File: src/rtl/conv_frame_ctrl_pkg.sv
// Shared types and defaults for the convolution frame sequencer.
package conv_frame_ctrl_pkg;
  localparam int LEN    = 3;
  localparam int CNT_W  = 16;
  localparam int DATA_W = 8;

  typedef logic [DATA_W-1:0] data_t;

  typedef enum logic [2:0] {IDLE, PRE, RUN, POST, DRAIN} ctrl_state_t;
  typedef enum logic {FULL = 1'b0, VALID = 1'b1} conv_mode_t;
endpackage

File: src/rtl/conv_frame_ctrl_win_filter.sv
// Window accounting: drops warm-up windows, forwards the rest, tags the last.
module conv_win_filter #(
  parameter int LEN   = 3,
  parameter int CNT_W = 16
) (
  input  logic             clk,
  input  logic             rst,
  input  logic             en_i,
  input  logic [CNT_W-1:0] tot_i,
  input  logic             win_valid_i,
  output logic             win_ready_o,
  output logic             out_valid_o,
  input  logic             out_ready_i,
  output logic             out_last_o,
  output logic             last_xfer_o
);
  localparam logic [CNT_W-1:0] WARM = CNT_W'(LEN-1);

  logic [CNT_W-1:0] win_cnt_q, win_cnt_d;
  logic             warm;

  always_comb begin
    warm        = win_cnt_q < WARM;
    win_ready_o = en_i && (warm || out_ready_i);
    out_valid_o = en_i && !warm && win_valid_i;
    out_last_o  = out_valid_o && ((win_cnt_q - WARM) == (tot_i - CNT_W'(1)));
    last_xfer_o = out_last_o && out_ready_i;
    win_cnt_d   = win_cnt_q;
    if (!en_i)                           win_cnt_d = '0;
    else if (win_valid_i && win_ready_o) win_cnt_d = win_cnt_q + CNT_W'(1);
  end

  always_ff @(posedge clk or negedge rst) begin
    if (!rst) win_cnt_q <= '0;
    else      win_cnt_q <= win_cnt_d;
  end
endmodule

File: src/rtl/conv_frame_ctrl.sv
// Frame sequencer: meters samples into the window datapath, zero-pads in FULL
// mode and hands window accounting to conv_win_filter.
module conv_frame_ctrl #(
  parameter int LEN   = conv_frame_ctrl_pkg::LEN,
  parameter int CNT_W = conv_frame_ctrl_pkg::CNT_W
) (
  input  logic                                 clk,
  input  logic                                 rst,
  input  logic                                 start,
  input  logic                                 mode,
  input  logic [CNT_W-1:0]                     cfg_len,
  input  logic                                 abort,
  output logic                                 busy,
  output logic                                 done,
  output logic                                 err,
  input  logic [conv_frame_ctrl_pkg::DATA_W-1:0] in_data,
  input  logic                                 in_valid,
  output logic                                 in_ready,
  output logic [conv_frame_ctrl_pkg::DATA_W-1:0] sh_data,
  output logic                                 sh_valid,
  input  logic                                 sh_ready,
  input  logic                                 win_valid,
  output logic                                 win_ready,
  output logic                                 out_valid,
  input  logic                                 out_ready,
  output logic                                 out_last
);
  import conv_frame_ctrl_pkg::*;

  localparam logic [CNT_W-1:0] LEN_C = CNT_W'(LEN);
  localparam logic [CNT_W-1:0] LM1   = CNT_W'(LEN-1);
  localparam logic [CNT_W-1:0] LM2   = CNT_W'(LEN-2);

  ctrl_state_t      state_q;
  conv_mode_t       mode_q;
  logic [CNT_W-1:0] n_q, tot_q, cnt_q;
  logic             done_q, err_q;
  logic             inj, last_xfer;

  assign busy = (state_q != IDLE);
  assign done = done_q;
  assign err  = err_q;
  assign inj  = sh_valid && sh_ready;

  // RUN is a pure combinational pass-through; PRE/POST inject zeros.
  always_comb begin
    sh_valid = 1'b0;
    sh_data  = '0;
    in_ready = 1'b0;
    case (state_q)
      PRE, POST: sh_valid = 1'b1;
      RUN: begin
        sh_valid = in_valid;
        sh_data  = in_data;
        in_ready = sh_ready;
      end
      default: ;
    endcase
  end

  always_ff @(posedge clk or negedge rst) begin
    if (!rst) begin
      state_q <= IDLE;
      mode_q  <= FULL;
      n_q     <= '0;
      tot_q   <= '0;
      cnt_q   <= '0;
      done_q  <= 1'b0;
      err_q   <= 1'b0;
    end else begin
      done_q <= 1'b0;
      err_q  <= 1'b0;
      if (abort) begin
        state_q <= IDLE;
        cnt_q   <= '0;
      end else begin
        case (state_q)
          IDLE: if (start) begin
            if (cfg_len == '0 || (conv_mode_t'(mode) == VALID && cfg_len < LEN_C)) begin
              err_q <= 1'b1;
            end else begin
              n_q     <= cfg_len;
              mode_q  <= conv_mode_t'(mode);
              tot_q   <= (conv_mode_t'(mode) == VALID) ? cfg_len - LM1 : cfg_len + LM1;
              cnt_q   <= '0;
              state_q <= (conv_mode_t'(mode) == VALID) ? RUN : PRE;
            end
          end
          PRE: if (inj) begin
            cnt_q <= (cnt_q == LM2) ? '0 : cnt_q + CNT_W'(1);
            if (cnt_q == LM2) state_q <= RUN;
          end
          RUN: if (inj) begin
            cnt_q <= (cnt_q == n_q - CNT_W'(1)) ? '0 : cnt_q + CNT_W'(1);
            if (cnt_q == n_q - CNT_W'(1)) state_q <= (mode_q == FULL) ? POST : DRAIN;
          end
          POST: if (inj) begin
            cnt_q <= (cnt_q == LM2) ? '0 : cnt_q + CNT_W'(1);
            if (cnt_q == LM2) state_q <= DRAIN;
          end
          DRAIN: if (last_xfer) begin
            done_q  <= 1'b1;
            state_q <= IDLE;
          end
          default: state_q <= IDLE;
        endcase
      end
    end
  end

  // Gating with abort keeps a same-cycle last window from being forwarded.
  conv_win_filter #(.LEN(LEN), .CNT_W(CNT_W)) u_filter (
    .clk         (clk),
    .rst         (rst),
    .en_i        (busy && !abort),
    .tot_i       (tot_q),
    .win_valid_i (win_valid),
    .win_ready_o (win_ready),
    .out_valid_o (out_valid),
    .out_ready_i (out_ready),
    .out_last_o  (out_last),
    .last_xfer_o (last_xfer)
  );
endmodule

File: config.mk
export PLATFORM = sky130hd
export DESIGN_NAME = conv_frame_ctrl
export DESIGN_NICKNAME = d
export VERILOG_FILES = /design/src/rtl/conv_frame_ctrl_pkg.sv /design/src/rtl/conv_frame_ctrl_win_filter.sv /design/src/rtl/conv_frame_ctrl.sv
export SDC_FILE = /design/constraint.sdc
export NUM_CORES = 1
export LEC_CHECK = 0
export BUFFER_PORTS_ARGS = -buffer_cell sky130_fd_sc_hd__buf_2
export CAP_MARGIN = 25
export CORE_UTILIZATION = 55
export CTS_BUF_LIST = sky130_fd_sc_hd__clkbuf_4 sky130_fd_sc_hd__clkbuf_8
export DETAILED_ROUTE_END_ITERATION = 8
export PLACE_DENSITY = 0.8
export SLEW_MARGIN = 15
export SYNTH_ARGS = -nofsm -noshare
export SYNTH_HDL_FRONTEND = slang
export SYNTH_HIERARCHICAL = 1
export SYNTH_SLANG_ARGS = --single-unit
File: constraint.sdc
create_clock -name clk -period 5.6 [get_ports clk]
set_clock_uncertainty 0.2 [all_clocks]
set_input_delay 0.56 -clock clk [delete_from_list [all_inputs] [get_ports clk]]
set_output_delay 0.56 -clock clk [all_outputs]
set_load 0.1 [all_outputs]
==> Flow_metrics.wiki <==
{| class="wikitable"
! Metric !! Value
|-
| PwrDens || 419 mW/mm2
|-
| Switching share of power || 46.4%
|-
| Max Slew Vio Count || 0
|-
| Num rows || 35
|-
| Area share of the largest cell type after synthesis || 32.3%
|-
| Root Buffer || sky130_fd_sc_hd__clkbuf_8
|-
| Initial core utilization || 57.3%
|-
| Maximum operating frequency || 241 MHz
|-
| Clock sink count || 69
|-
| Outcome || finished, final reports clean
|-
| Class of the most critical hold timing path || input port to asynchronous set/reset pin
|-
| First-pass GRT wire length || 20.7 mm
|-
| Post-synthesis instance total || 606
|-
| Clock-pin slew of the registers on the worst-case setup and hold paths || 0.09 ns
|-
| Syn Std Cell Area || 0.00535 mm2
|-
| Part of the cycle the worst path needs || 74.2%
|-
| Top cell type by total area after synthesis || sky130_fd_sc_hd__dfrtp_1
|-
| Yosys Warn Count || 6
|-
| Time the worst path needs with I/O delays and setup || 4.16 ns
|-
| Clock tree from TritonCTS || done
|-
| Clock buffers created by TritonCTS || 9
|-
| Area of the die || 0.0101 mm2
|-
| Critical Path Source Type || flop
|-
| Layout net count || 696
|-
| Total power consumption of the routed design || 2.47 mW
|-
| Relative slew slack || 42.5%
|-
| Synth Flop Type || sky130_fd_sc_hd__dfrtp_1
|-
| Category of cells accounting for the largest share of critical-path delay || simple AND/OR/NAND/NOR gates
|-
| Number of primary I/O pins || 49
|-
| Detailed-route wire length per cell || 15.9 um
|-
| Detailed Place HPWL || 9.26 mm
|-
| CTS H-Tree Depth || 3
|-
| Area added between synthesis and finish || 10.3%
|-
| Reported leakage power || 2.65 nW
|-
| Number of synthesized register bits || 69
|-
| Longest individual stage delay on the worst path || 0.78 ns
|-
| Critical path required time || 4.84 ns
|-
| Die Height || 101 um
|-
| Total of fill cells in the finished design || 788
|-
| Comb pwr share || 48.9%
|-
| X dimension of the die || 101 um
|-
| Part of the Yosys area used for sequential elements || 32.3%
|-
| Critical path data arrival time || 3.40 ns
|-
| Number of max-capacitance violations reported || 0
|-
| Remaining antenna violation count || 0
|-
| Vias in the first global route || 4275
|-
| Count of input and output buffers || 48
|-
| Unrepaired setup endpoints after global routing || no
|-
| Slowest library cell on the worst path || sky130_fd_sc_hd__nor4_1
|-
| Ranking of synthesized cells by area || sky130_fd_sc_hd__dfrtp_1 (32%), sky130_fd_sc_hd__xnor2_1 (8.4%), sky130_fd_sc_hd__xor2_1 (5.4%)
|-
| Number of enable flip-flop cells after synthesis || 0
|-
| Switch Pwr || 1.15 mW
|-
| Max IR drop VDD || 216 uV
|-
| Number of vias per cell || 5.91
|-
| R2R Setup Slk || 1.70 ns
|-
| Vias after detailed routing || 4585
|-
| Layout cell share with drive strength beyond 1 || 16.7%
|-
| Part of the total power dissipated in sequential elements || 34.0%
|-
| Placeable core region || 0.00933 mm2
|-
| Mean instance size in the synthesized netlist || 8.82 um2
|-
| Number of distinct standard cells referenced by the synthesized netlist || 65
|-
| Category of the most critical setup path || flop to primary output
|-
| Maximum fanout count along the critical path || 6
|-
| Number of antenna violations at the first check in global routing || 0
|-
| Initial DRC count || 214
|-
| Leading post-synthesis cells by instance count || sky130_fd_sc_hd__dfrtp_1 (69), sky130_fd_sc_hd__nand2_1 (53), sky130_fd_sc_hd__xnor2_1 (51)
|-
| Maximum buffer depth of the clock tree || 2
|-
| Sum of buffers and inverters on the critical path || 1
|-
| Area occupied by registers || 0.00173 mm2
|-
| Most used standard cell by instance count after synthesis || sky130_fd_sc_hd__dfrtp_1
|-
| Clock latency reported for the late side of the worst-skew pair || 0.35 ns
|-
| Remaining routing DRC violations || 0
|-
| Pin count of the biggest net entering global routing || 70
|-
| Setup total negative slack || 0 ns
|-
| Cts repair resizes || 0
|-
| Hold_buf cts || 0
|-
| 1st-pass router iterations || 7
|-
| Final setup viols || 0
|-
| Weighted congestion reported at the end of routability-driven placement || 0.940
|-
| Total area of multi-input combinational cells || 0.00342 mm2
|-
| Total Wirelength || 12.3 mm
|-
| Worst Tran Pin Value || 0.854 ns
|-
| Synth async-reset ratio || 100%
|-
| Total global routing overflow || 0
|-
| Power Internal || 1.32 mW
|-
| Buffers inserted by post-CTS timing repair || 0
|-
| Chain of cells forming the critical path || or4_1 > nor4_1 > nor3b_1 > mux2i_1 > o21ai_0 > nor2b_1 > buf_2
|-
| Final Hold Viols || 0
|-
| Utilization after layout || 63.2%
|-
| Critical Path Sink Type || primary output
|-
| Aggregate global-route resource usage || 25.8%
|-
| Post-Synthesis Net Count || 660
|-
| Count of inserted antenna diode cells || 0
|-
| Clock network fraction of design power || 17.0%
|}
-- final timing paths --
kind	startpoint	to	depth (start not counted)
max	tot_q[2]$_DFFE_PN0P_	out_last	7
max reg2reg	tot_q[2]$_DFFE_PN0P_	state_q[0]$_DFFE_PN0P_	11
min	rst	u_filter/win_cnt_q[14]$_DFFE_PN0P_	2
max in group asynchronous	rst	tot_q[4]$_DFFE_PN0P_	2
min in group clk	abort	state_q[0]$_DFFE_PN0P_	2
min reg2reg	n_q[15]$_DFFE_PN0P_	n_q[15]$_DFFE_PN0P_	1
-- area by class of cell --
class,count,area share (%)
Clock buffer,10,2.33
Inverter,25,1.59
Sequential cell,69,29.3
Tap cell,129,2.74
Multi-Input combinational cell,484,58.0
Timing Repair Buffer,53,5.05
Clock inverter,6,1.04
-- per-stage QoR --
stage,area (um2),hold slack (ns),std cells,worst slack (ns)
global placement,5670,0.323,758,1.97
finish,5900,0.208,776,1.44
global route,5900,0.233,776,1.26
floorplan,5350,0.0644,606,0.504
detailed placement,5690,0.321,759,1.90
CTS,5890,0.235,775,1.54
-- cell usage in the layout, fill, tap and decap left out, types with 3 or more instances in the layout --
cell and n:
sky130_fd_sc_hd__dfrtp_1 69, sky130_fd_sc_hd__nand2_1 53, sky130_fd_sc_hd__xnor2_1 51, sky130_fd_sc_hd__buf_2 48, sky130_fd_sc_hd__xor2_1 33, sky130_fd_sc_hd__nor2_1 31, sky130_fd_sc_hd__o21ai_0 30, sky130_fd_sc_hd__a21oi_1 26
sky130_fd_sc_hd__nor3_1 26, sky130_fd_sc_hd__inv_1 25, sky130_fd_sc_hd__nand3_1 24, sky130_fd_sc_hd__and3_1 21, sky130_fd_sc_hd__ha_1 20, sky130_fd_sc_hd__mux2_2 18, sky130_fd_sc_hd__and2_1 15, sky130_fd_sc_hd__nor4_1 13
sky130_fd_sc_hd__mux2i_1 12, sky130_fd_sc_hd__clkbuf_8 10, sky130_fd_sc_hd__nand4_1 9, sky130_fd_sc_hd__nand2b_1 9, sky130_fd_sc_hd__or4_1 8, sky130_fd_sc_hd__nor2b_1 7, sky130_fd_sc_hd__nor3b_1 6, sky130_fd_sc_hd__or3_1 5
sky130_fd_sc_hd__or2_2 4, sky130_fd_sc_hd__o211ai_1 4, sky130_fd_sc_hd__nand3b_1 4, sky130_fd_sc_hd__o31ai_1 4, sky130_fd_sc_hd__a22o_1 4, sky130_fd_sc_hd__buf_4 4, sky130_fd_sc_hd__a21o_1 3, sky130_fd_sc_hd__a31oi_1 3
sky130_fd_sc_hd__or4_4 3, sky130_fd_sc_hd__nor4_4 3, sky130_fd_sc_hd__clkinv_2 3
-- sequential cells by signal, summed over array words and instances (netlist names) --
register	flops
n_q	16
mode_q	1
err	1
tot_q	15
state_q	3
u_filter/win_cnt_q	16
cnt_q	16
done	1
-- per-layer routing --
layer | part of all wire, % | wire (um) | vias up | GRT usage [%]
met2 | 48 | 5880 | 144 | 41.5
li1 | - | - | 2223 | -
met4 | 2.0 | 251 | 0 | 9.81
met5 | 0 | 0 | - | 0
met3 | 4.1 | 508 | 30 | 3.95
met1 | 46 | 5700 | 2188 | 35.3
-- logic make-up (layout without fill, tap and decap cells) --
family / Yosys count / in the layout / share of synthesized area [%]
simple gates: 253 / 253 / 26.8
flops: 69 / 69 / 32.3
fa+ha+maj: 23 / 23 / 5.43
xor+xnor: 86 / 86 / 14.6
mux: 30 / 30 / 6.04
compound gates: 92 / 92 / 10.8
buf+inv: 53 / 94 / 4.07
-- power by group through the flow --
stage	Combinational, mW	Sequential (mW)	Clock, mW
final	1.21	0.841	0.421
after global placement	1.13	0.836	0
after detailed placement	1.19	0.846	0
after global routing	1.32	0.866	0.451
after CTS	1.20	0.836	0.431
after floorplan	1.02	0.754	0
Note: power is estimated with default switching activity, not from simulation.
